**src/rtl/inference_sorter_if.sv**
```systemverilog
// Bus bundle for inference_sorter: classified-entry input side plus the
// drained-output handshake and status outputs.
interface inference_sorter_if #(
  parameter int PTR_W  = 2,
  parameter int DROP_W = 8
) ();
  logic [65:0]            entry_in;
  logic                   entry_valid;
  logic                   npu_on;
  logic [63:0]            out_data;
  logic [1:0]             out_class;
  logic                   out_valid;
  logic                   out_rdy;
  logic                   busy;
  logic                   sort_done;
  logic [4*(PTR_W+1)-1:0] class_counts;
  logic [DROP_W-1:0]      drop_count;

  modport slave (
    input  entry_in, entry_valid, npu_on, out_rdy,
    output out_data, out_class, out_valid, busy, sort_done, class_counts, drop_count
  );

  modport master (
    output entry_in, entry_valid, npu_on, out_rdy,
    input  out_data, out_class, out_valid, busy, sort_done, class_counts, drop_count
  );
endinterface

```
**src/rtl/inference_sorter.sv**
```systemverilog
// Buckets NPU-classified entries into four per-class FIFOs while the NPU runs,
// then drains them in class order through a registered valid/ready stage.
module inference_sorter #(
  parameter int DEPTH  = 4,
  parameter int PTR_W  = 2,
  parameter int DROP_W = 8
) (
  input logic              clk,
  input logic              reset,
  inference_sorter_if.slave bus
);

  localparam int NCLS = 4;
  localparam int AW   = 2 + PTR_W;
  localparam logic [1:0] LAST_CLS = 2'd3;

  typedef enum logic [1:0] {
    S_IDLE    = 2'd0,
    S_COLLECT = 2'd1,
    S_DRAIN   = 2'd2,
    S_DONE    = 2'd3
  } state_t;

  state_t            state_q, state_d;
  logic [1:0]        cur_q, cur_d;
  logic [63:0]       out_data_q, out_data_d;
  logic [1:0]        out_class_q, out_class_d;
  logic              out_valid_q, out_valid_d;
  logic [DROP_W-1:0] drop_q, drop_d;

  logic [NCLS-1:0][PTR_W-1:0] head_vec;
  logic [NCLS-1:0][PTR_W-1:0] tail_vec;
  logic [NCLS-1:0][PTR_W:0]   count_vec;

  logic [63:0] queue_mem [NCLS*DEPTH];

  logic [1:0]  in_class;
  logic [63:0] in_payload;
  logic        take_entry;
  logic        push_en;
  logic        pop_en;
  logic        drop_en;
  logic        cur_empty;
  logic        cur_last;
  logic        beat_free;

  assign in_class   = bus.entry_in[65:64];
  assign in_payload = bus.entry_in[63:0];
  assign cur_empty  = (count_vec[cur_q] == '0);
  assign cur_last   = (count_vec[cur_q] == (PTR_W+1)'(1));
  // The output register may take a new beat when it is empty or being accepted.
  assign beat_free  = !out_valid_q || bus.out_rdy;

  always_comb begin
    state_d     = state_q;
    cur_d       = cur_q;
    out_data_d  = out_data_q;
    out_class_d = out_class_q;
    out_valid_d = out_valid_q;
    take_entry  = 1'b0;
    push_en     = 1'b0;
    pop_en      = 1'b0;
    drop_en     = 1'b0;

    if (out_valid_q && bus.out_rdy) begin
      out_valid_d = 1'b0;
    end

    case (state_q)
      S_IDLE: begin
        if (bus.npu_on) begin
          state_d    = S_COLLECT;
          take_entry = bus.entry_valid;
        end
      end
      S_COLLECT: begin
        take_entry = bus.entry_valid;
        if (!bus.npu_on) begin
          state_d = S_DRAIN;
        end
      end
      S_DRAIN: begin
        drop_en = bus.entry_valid;
        if (!cur_empty) begin
          if (beat_free) begin
            pop_en      = 1'b1;
            out_data_d  = queue_mem[{cur_q, head_vec[cur_q]}];
            out_class_d = cur_q;
            out_valid_d = 1'b1;
            if (cur_last && (cur_q != LAST_CLS)) begin
              cur_d = cur_q + 2'd1;
            end
          end
        end else if (cur_q != LAST_CLS) begin
          cur_d = cur_q + 2'd1;
        end else if (beat_free) begin
          // Scan order guarantees every earlier class is already empty here.
          state_d     = S_DONE;
          cur_d       = 2'd0;
          out_valid_d = 1'b0;
        end
      end
      S_DONE: begin
        cur_d   = 2'd0;
        state_d = bus.npu_on ? S_COLLECT : S_IDLE;
      end
      default: begin
        state_d = S_IDLE;
      end
    endcase

    if (take_entry) begin
      if (count_vec[in_class][PTR_W]) begin
        drop_en = 1'b1;
      end else begin
        push_en = 1'b1;
      end
    end

    drop_d = drop_q;
    if (drop_en && (drop_q != '1)) begin
      drop_d = drop_q + DROP_W'(1);
    end
  end

  always_ff @(posedge clk or negedge reset) begin
    if (!reset) begin
      state_q     <= S_IDLE;
      cur_q       <= 2'd0;
      out_data_q  <= '0;
      out_class_q <= 2'd0;
      out_valid_q <= 1'b0;
      drop_q      <= '0;
    end else begin
      state_q     <= state_d;
      cur_q       <= cur_d;
      out_data_q  <= out_data_d;
      out_class_q <= out_class_d;
      out_valid_q <= out_valid_d;
      drop_q      <= drop_d;
    end
  end

  // Payload storage carries no reset so it maps onto plain RAM.
  always_ff @(posedge clk) begin
    if (push_en) begin
      queue_mem[AW'({in_class, tail_vec[in_class]})] <= in_payload;
    end
  end

  genvar gi;
  generate
    for (gi = 0; gi < NCLS; gi++) begin : g_cls
      logic [PTR_W-1:0] head_q, head_d;
      logic [PTR_W-1:0] tail_q, tail_d;
      logic [PTR_W:0]   count_q, count_d;
      logic             push_hit;
      logic             pop_hit;

      assign push_hit = push_en && (in_class == 2'(gi));
      assign pop_hit  = pop_en && (cur_q == 2'(gi));

      always_comb begin
        head_d  = head_q;
        tail_d  = tail_q;
        count_d = count_q;
        if (push_hit) begin
          tail_d  = tail_q + PTR_W'(1);
          count_d = count_q + (PTR_W+1)'(1);
        end
        if (pop_hit) begin
          head_d  = head_q + PTR_W'(1);
          count_d = count_q - (PTR_W+1)'(1);
        end
      end

      always_ff @(posedge clk or negedge reset) begin
        if (!reset) begin
          head_q  <= '0;
          tail_q  <= '0;
          count_q <= '0;
        end else begin
          head_q  <= head_d;
          tail_q  <= tail_d;
          count_q <= count_d;
        end
      end

      assign head_vec[gi]  = head_q;
      assign tail_vec[gi]  = tail_q;
      assign count_vec[gi] = count_q;
    end
  endgenerate

  assign bus.out_data     = out_data_q;
  assign bus.out_class    = out_class_q;
  assign bus.out_valid    = out_valid_q;
  assign bus.busy         = (state_q == S_COLLECT) || (state_q == S_DRAIN);
  assign bus.sort_done    = (state_q == S_DONE);
  assign bus.class_counts = count_vec;
  assign bus.drop_count   = drop_q;

endmodule

```
**src/flat_wrapper.sv**
```systemverilog
// flat-port wrapper written by rule: the top's interface ports become plain ports
module inference_sorter_flat 
#(
  parameter int DEPTH  = 4,
  parameter int PTR_W  = 2,
  parameter int DROP_W = 8
)
  (clk, reset, bus_entry_in, bus_entry_valid, bus_npu_on, bus_out_rdy, bus_out_data, bus_out_class, bus_out_valid, bus_busy, bus_sort_done, bus_class_counts, bus_drop_count);
  inference_sorter_if #(.PTR_W(PTR_W), .DROP_W(DROP_W)) bus_i ();
  input logic clk;
  input logic reset;
  input wire logic [$bits(bus_i.entry_in)-1:0] bus_entry_in;
  input wire logic [$bits(bus_i.entry_valid)-1:0] bus_entry_valid;
  input wire logic [$bits(bus_i.npu_on)-1:0] bus_npu_on;
  input wire logic [$bits(bus_i.out_rdy)-1:0] bus_out_rdy;
  output wire logic [$bits(bus_i.out_data)-1:0] bus_out_data;
  output wire logic [$bits(bus_i.out_class)-1:0] bus_out_class;
  output wire logic [$bits(bus_i.out_valid)-1:0] bus_out_valid;
  output wire logic [$bits(bus_i.busy)-1:0] bus_busy;
  output wire logic [$bits(bus_i.sort_done)-1:0] bus_sort_done;
  output wire logic [$bits(bus_i.class_counts)-1:0] bus_class_counts;
  output wire logic [$bits(bus_i.drop_count)-1:0] bus_drop_count;
  assign bus_i.entry_in = bus_entry_in;
  assign bus_i.entry_valid = bus_entry_valid;
  assign bus_i.npu_on = bus_npu_on;
  assign bus_i.out_rdy = bus_out_rdy;
  assign bus_out_data = bus_i.out_data;
  assign bus_out_class = bus_i.out_class;
  assign bus_out_valid = bus_i.out_valid;
  assign bus_busy = bus_i.busy;
  assign bus_sort_done = bus_i.sort_done;
  assign bus_class_counts = bus_i.class_counts;
  assign bus_drop_count = bus_i.drop_count;
  inference_sorter #(.DEPTH(DEPTH), .PTR_W(PTR_W), .DROP_W(DROP_W)) u_core (.clk(clk), .reset(reset), .bus(bus_i));
endmodule
```
**config.mk**
```make
export PLATFORM = sky130hd
export DESIGN_NAME = inference_sorter_flat
export DESIGN_NICKNAME = d
export VERILOG_FILES = /design/src/rtl/inference_sorter_if.sv /design/src/rtl/inference_sorter.sv /design/src/flat_wrapper.sv
export SDC_FILE = /design/constraint.sdc
export NUM_CORES = 1
export LEC_CHECK = 0
export CORE_UTILIZATION = 34
export CTS_BUF_LIST = sky130_fd_sc_hd__clkbuf_4 sky130_fd_sc_hd__clkbuf_8
export CTS_CLUSTER_DIAMETER = 40
export DETAILED_ROUTE_END_ITERATION = 16
export GPL_ROUTABILITY_DRIVEN = 1
export PLACE_DENSITY = 0.56
export SLEW_MARGIN = 20
export SYNTH_ARGS = -nofsm -noshare
export SYNTH_HDL_FRONTEND = slang
export SYNTH_SLANG_ARGS = --single-unit
```
**constraint.sdc**
```tcl
create_clock -name clk -period 6.05 [get_ports clk]
set_clock_uncertainty 0.1 [all_clocks]
set_input_delay 1.815 -clock clk [delete_from_list [all_inputs] [get_ports clk]]
set_output_delay 1.815 -clock clk [all_outputs]
set_load 0.02 [all_outputs]
```
==> results.cfg, run 1 <==
[status]
run_status = finished, final reports clean

[synth]
synth.yosys.seq_area_share = 0.766
synth_flop_cell = edfxtp_1
synth_area_um2 = 43700
ys_warn_count = 0
synth_seq_cells = 1131
syn_inst = 2131
synthTopCellsByArea = edfxtp_1 70%, mux4_2 9.9%, mux2i_1 6.3%
post_synth.cell_area_avg_um2 = 20.5
synth_async_sr_flop_share = 0.0946
synth.cells.most_frequent = 1024 x edfxtp_1, 273 x mux2i_1, 191 x mux4_2, 122 x nand2_1, 107 x dfrtp_1
post-synth-top-area-cell = edfxtp_1
synth.distinct_cells = 53
syn_nets = 2216
netlist.area_leader.share = 0.704
yosysMostFrequentCell = edfxtp_1
number_of_flops_mapped_to_enable_cells_by_yosys = 1024

[worst_setup_path]
critical_path.cell_chain = clkdlybuf4s50_1 > mux4_2 > nand2b_1 > nor2_4 > buf_12
timing.setup.critical_path_class = primary input to flop
cell_with_the_biggest_individual_delay_on_the_critical_path = nor2_4
worst_setup_path_start_kind = primary input
category_of_the_worst_setup_path_capture_point = flop
reg2reg_depth = 7
cp-startpoint = bus_entry_in[65]
worstPathRequired_ps = 6460
critical_path.max_fanout = 24
rrSetupSlack_ps = 2020
cp_slowest_stage_delay_ps = 810
r2r_start = u_core.cur_q[1]
worstPathArrival_ps = 4700

[clock_network]
cts.sink_count = 1131
clkSlewWorstSetupHoldPaths_ps = 60
number_of_buffers_added_by_the_clock_tree_synthesis_step = 185
tritoncts = yes
clk_path_buf_depth = 3
ctsResizeCount = 0
cts_hold_buf = 0
htree_levels = 4
cts_setup_buffers = 0
clkLatencyLatePin_ps = 820
cts-root-buf = clkbuf_8

[min_path]
worst_min_delay_path_class = flop to flop
holdPathStages = 1
hp-start = u_core.bus.drop_count[5]

[timing]
tightest_slew_ps = 1110
maxSlewHeadroom = 0.261
final_period_minus_worst_setup_slack_ps = 4290
timing.final.max_slew_violations = 0
post-route-period-util = 0.709
setup_violations = 0
final_hold_slack_ps = 399
grt_setup_unrepaired = false
timing.final.hold_violations = 0
clock.fmax_ghz = 0.233

[detailed_routing]
drt_drc_violations_left = 0
first_pass_iters = 5
number_of_nets_still_failing_antenna_checks_after_routing = 0
drt-initial-drc-count = 1474
drt-wirelength-per-cell_um = 23.7
viasPerCell = 5.03
total_routed_wirelength_um = 101000
detailroute.via_count = 21359

[place]
numPortBuffers = 159
place_hpwl_um = 56200
gpl.final_weighted_congestion = 0.751
dp_cells = 3896

[final_layout]
finalNonFillerCells = 4247
finalNetCount = 2508
drive_above_1_share = 0.233
area_growth_syn_to_layout_pct = 18.5
layout.core_utilization = 0.406

[run]
maxCapViolCount = 0

[die]
die-width_um = 360
die_area_um2 = 130000
initial_core_utilization = 0.342
rows = 131
floorplan.die.height_um = 360
core_area_um2 = 128000
design.portCount = 160

[power]
irDropWorstVdd_mv = 0.322
p_per_area_nw_per_um2 = 485
report.power.total_uw = 25100
p_leak_uw = 0.0175

[global_routing]
first_pass_grt_wire_length_um = 150000
grtUsageTotal = 0.155
grt_start_max_net_pins = 93
globalRouteOverflowTotal = 0
number_of_global_route_vias_before_repair = 22919
grt_antenna_before_repair = 5
-- worst paths after layout --
check,to
min in group asynchronous,u_core.bus.out_data[10]
min reg2reg,u_core.bus.drop_count[5]
max reg2reg,u_core.bus.out_data[25]
max,u_core.queue_mem[1][49]
max in group asynchronous,u_core.bus.out_data[5]
min,u_core.bus.drop_count[5]
-- flip-flops by register name, summed over array words and instances, names as in the netlist --
name and cells:
u_core.bus.out_class 2, u_core.bus.drop_count 8, u_core.g_cls.tail_q 8, u_core.g_cls.count_q 12
u_core.bus.out_data 64, u_core.queue_mem 1024, u_core.g_cls.head_q 8, u_core.bus.out_valid 1
u_core.cur_q 2, u_core.state_q 2
-- kinds of logic (layout without fill, tap and decap cells) --
group	Yosys count	in the layout	synth area share
xor gates and xnor gates	26	26	0.00522
DFF	1131	1131	0.766
and+or+nand+nor	227	227	0.0222
adders and majority gates	14	14	0.00418
buffers and inverters	123	576	0.0132
other	0	1	0
muxes	473	473	0.164
AOI/OAI and AO/OA	137	137	0.0259
-- cell type report --
class / count / area (um^2)
inverter: 15 / 58.8
antenna: 1 / 2.50
clock inverter: 77 / 732
fill: 11272 / 75800
clock buffer: 271 / 3320
multi-input combinational: 877 / 9840
timing repair buffer: 213 / 2260
tap: 1662 / 2080
sequential: 1131 / 33400
-- metrics by stage --
step	instance area (um^2)	setup slack [ps]	TNS, ps
after floorplan	43700	-223	-87500
after global placement	47600	1060	0
after detailed placement	47600	955	0
after CTS	51700	1780	0
after global routing	51700	1710	0
final	51700	1760	0
-- cell usage in the layout, fill, tap and decap left out, types with 13 or more instances in the layout --
cell type        count
nand2_1            120
o221ai_1            44
clkbuf_4            66
a22o_1              21
o2bb2ai_1           20
nor2_4              16
mux4_2             190
dfrtp_1            107
buf_4               34
clkdlybuf4s50_1    158
edfxtp_1          1024
mux2i_1            271
xnor2_1             22
clkbuf_8           205
ha_1                13
clkinv_1            27
nand3_1             28
clkinv_2            22
a311oi_1            20
nor2_1              31
buf_12              18
-- report_power, final --
part	internal, uW	switching (uW)	total [uW]
clock network	4060	3020	7080
registers	8940	451	9390
logic	4090	4540	8630
total	17100	8010	25100
-- routing by layer --
metal	part of all wire	GRT usage
met3	0.055	0.0364
met5	0.00040	0
met1	0.45	0.210
met2	0.48	0.249
met4	0.015	0.0428
-- worst max-delay path: cells and delay by family --
family / cells / cell delay, ps
buffers and inverters: 2 / 1020
multiplexers: 1 / 620
AND/OR/NAND/NOR: 2 / 1200
(Power assumes the default switching activity.)
==> inputs of run 2 (changes only) <==
PLACE_DENSITY = 0.58   (was 0.56)
clock period = 3.9 ns   (was 6.05 ns; I/O delays follow)
==> run 2 against run 1 <==
Hold slack got worse by 120 ps; critical path type is now flop to primary output; count of clock-buffer cells in the layout fell by 21; sequential power increased by 54%.
==> results.cfg, run 2 (same netlist as run 1, synthesis figures left out) <==
[clock_network]
cts_setup_buffers = 0
number_of_buffers_added_by_the_clock_tree_synthesis_step = 179
tritoncts = yes
htree_levels = 4
ctsResizeCount = 0
clkLatencyLatePin_ps = 860
cts-root-buf = clkbuf_8
cts.sink_count = 1131
clk_path_buf_depth = 3
cts_hold_buf = 0
clkSlewWorstSetupHoldPaths_ps = 60

[final_layout]
num-fill-cells = 11171
drive_above_1_share = 0.236
area_growth_syn_to_layout_pct = 19.1
finalNonFillerCells = 4264
regArea_um2 = 33400
finalNetCount = 2541
layout.cells.most_common = edfxtp_1
most-common-layout-cells = 1024 x edfxtp_1, 271 x mux2i_1, 194 x clkbuf_8, 190 x mux4_2, 158 x clkdlybuf4s50_1
multi_input_comb_area_um2 = 9840
max_ffs_per_register = 1024

[power]
irDropWorstVdd_mv = 0.596
power.combinational.fraction = 0.361
switching_share = 0.329
p_sw_uw = 12800
power.share.sequential = 0.374
clock_power_share = 0.264
internal_power_uw = 26000
p_per_area_nw_per_um2 = 746
p_leak_uw = 0.0176

[die]
die-width_um = 360
floorplan.die.height_um = 360
initial_core_utilization = 0.342
rows = 131
design.portCount = 160
die_area_um2 = 130000
core_area_um2 = 128000

[worst_setup_path]
worstPathArrival_ps = 2260
worst_setup_path_start_kind = flop
timing.setup.critical_path_class = flop to primary output
worstPathRequired_ps = 2630
category_of_the_worst_setup_path_capture_point = primary output
critical_path.max_fanout = 5

[timing]
timing.final.max_slew_violations = 0
setup_tns_ps = 0
setup_violations = 0
maxSlewHeadroom = 0.362
tightest_slew_ps = 954
clock.fmax_ghz = 0.284
timing.final.hold_violations = 0
post-route-period-util = 0.904
final_period_minus_worst_setup_slack_ps = 3530
grt_setup_unrepaired = false

[place]
numPortBuffers = 159
dp_cells = 3937
gpl.final_weighted_congestion = 0.818
place_hpwl_um = 65100

[global_routing]
grtUsageTotal = 0.163
grt_antenna_before_repair = 6
number_of_global_route_vias_before_repair = 23069
grt_start_max_net_pins = 90
globalRouteOverflowTotal = 0
first_pass_grt_wire_length_um = 156000

[run]
maxCapViolCount = 0

[detailed_routing]
detailroute.via_count = 21800
drt-initial-drc-count = 1794
drt_drc_violations_left = 0
total_routed_wirelength_um = 106000
viasPerCell = 5.11
drt-wirelength-per-cell_um = 24.8
number_of_nets_still_failing_antenna_checks_after_routing = 0
first_pass_iters = 7

[min_path]
worst_min_delay_path_class = primary input to async pin

[status]
run_status = finished, final reports clean
-- run 2: cell type report --
type	count	area share
antenna	5	0.000241
tap	1662	0.0400
multi-input combinational	877	0.189
clock inverter	72	0.0112
clock buffer	250	0.0594
sequential	1131	0.643
inverter	15	0.00113
timing repair buffer	252	0.0556
-- run 2: power groups by stage --
| stage | combinational [uW] | sequential (uW) | clock, uW |
|---|---|---|---|
| floorplan | 9160 | 15000 | 0 |
| global placement | 14100 | 14800 | 0 |
| detailed placement | 14200 | 14800 | 0 |
| CTS | 14300 | 14500 | 10500 |
| global route | 15000 | 14600 | 11000 |
| finish | 14000 | 14500 | 10200 |
-- run 2: worst paths after layout --
check | to | slack (ps) | cells after the start | start
max in group asynchronous | u_core.bus.out_data[63] | 2700 | 2 | reset
min | u_core.cur_q[0] | 280 | 1 | reset
max reg2reg | u_core.bus.out_data[36] | 510 | 5 | u_core.cur_q[0]
min in group clk | u_core.g_cls[2].tail_q[1] | 390 | 1 | u_core.g_cls[2].tail_q[1]
max | bus_busy | 370 | 3 | u_core.state_q[1]
min reg2reg | u_core.g_cls[2].tail_q[1] | 390 | 1 | u_core.g_cls[2].tail_q[1]
-- run 2: critical path: stages, from the launching register on --
cell             delay (ps)
dfrtp_1                 420
inv_1                   100
ha_1                    300
clkdlybuf4s50_1         610
-- run 2: stage by stage --
stage	hold slack [ps]	area, um^2	setup WS, ps	utilization	total power, uW
after floorplan	345	43800	-683	-	24100
after global placement	372	48300	29.0	0.379	28800
after detailed placement	374	48300	9.77	0.379	29000
after CTS	232	52000	293	0.408	39300
after global routing	258	52000	254	0.408	40600
final	281	52000	373	0.408	38800
-- run 2: per-layer routing --
layer  track usage  routed length [um]
met5             0                  26
met4        0.0470                1980
met3        0.0389                6700
met2         0.260               50700
met1         0.221               46300
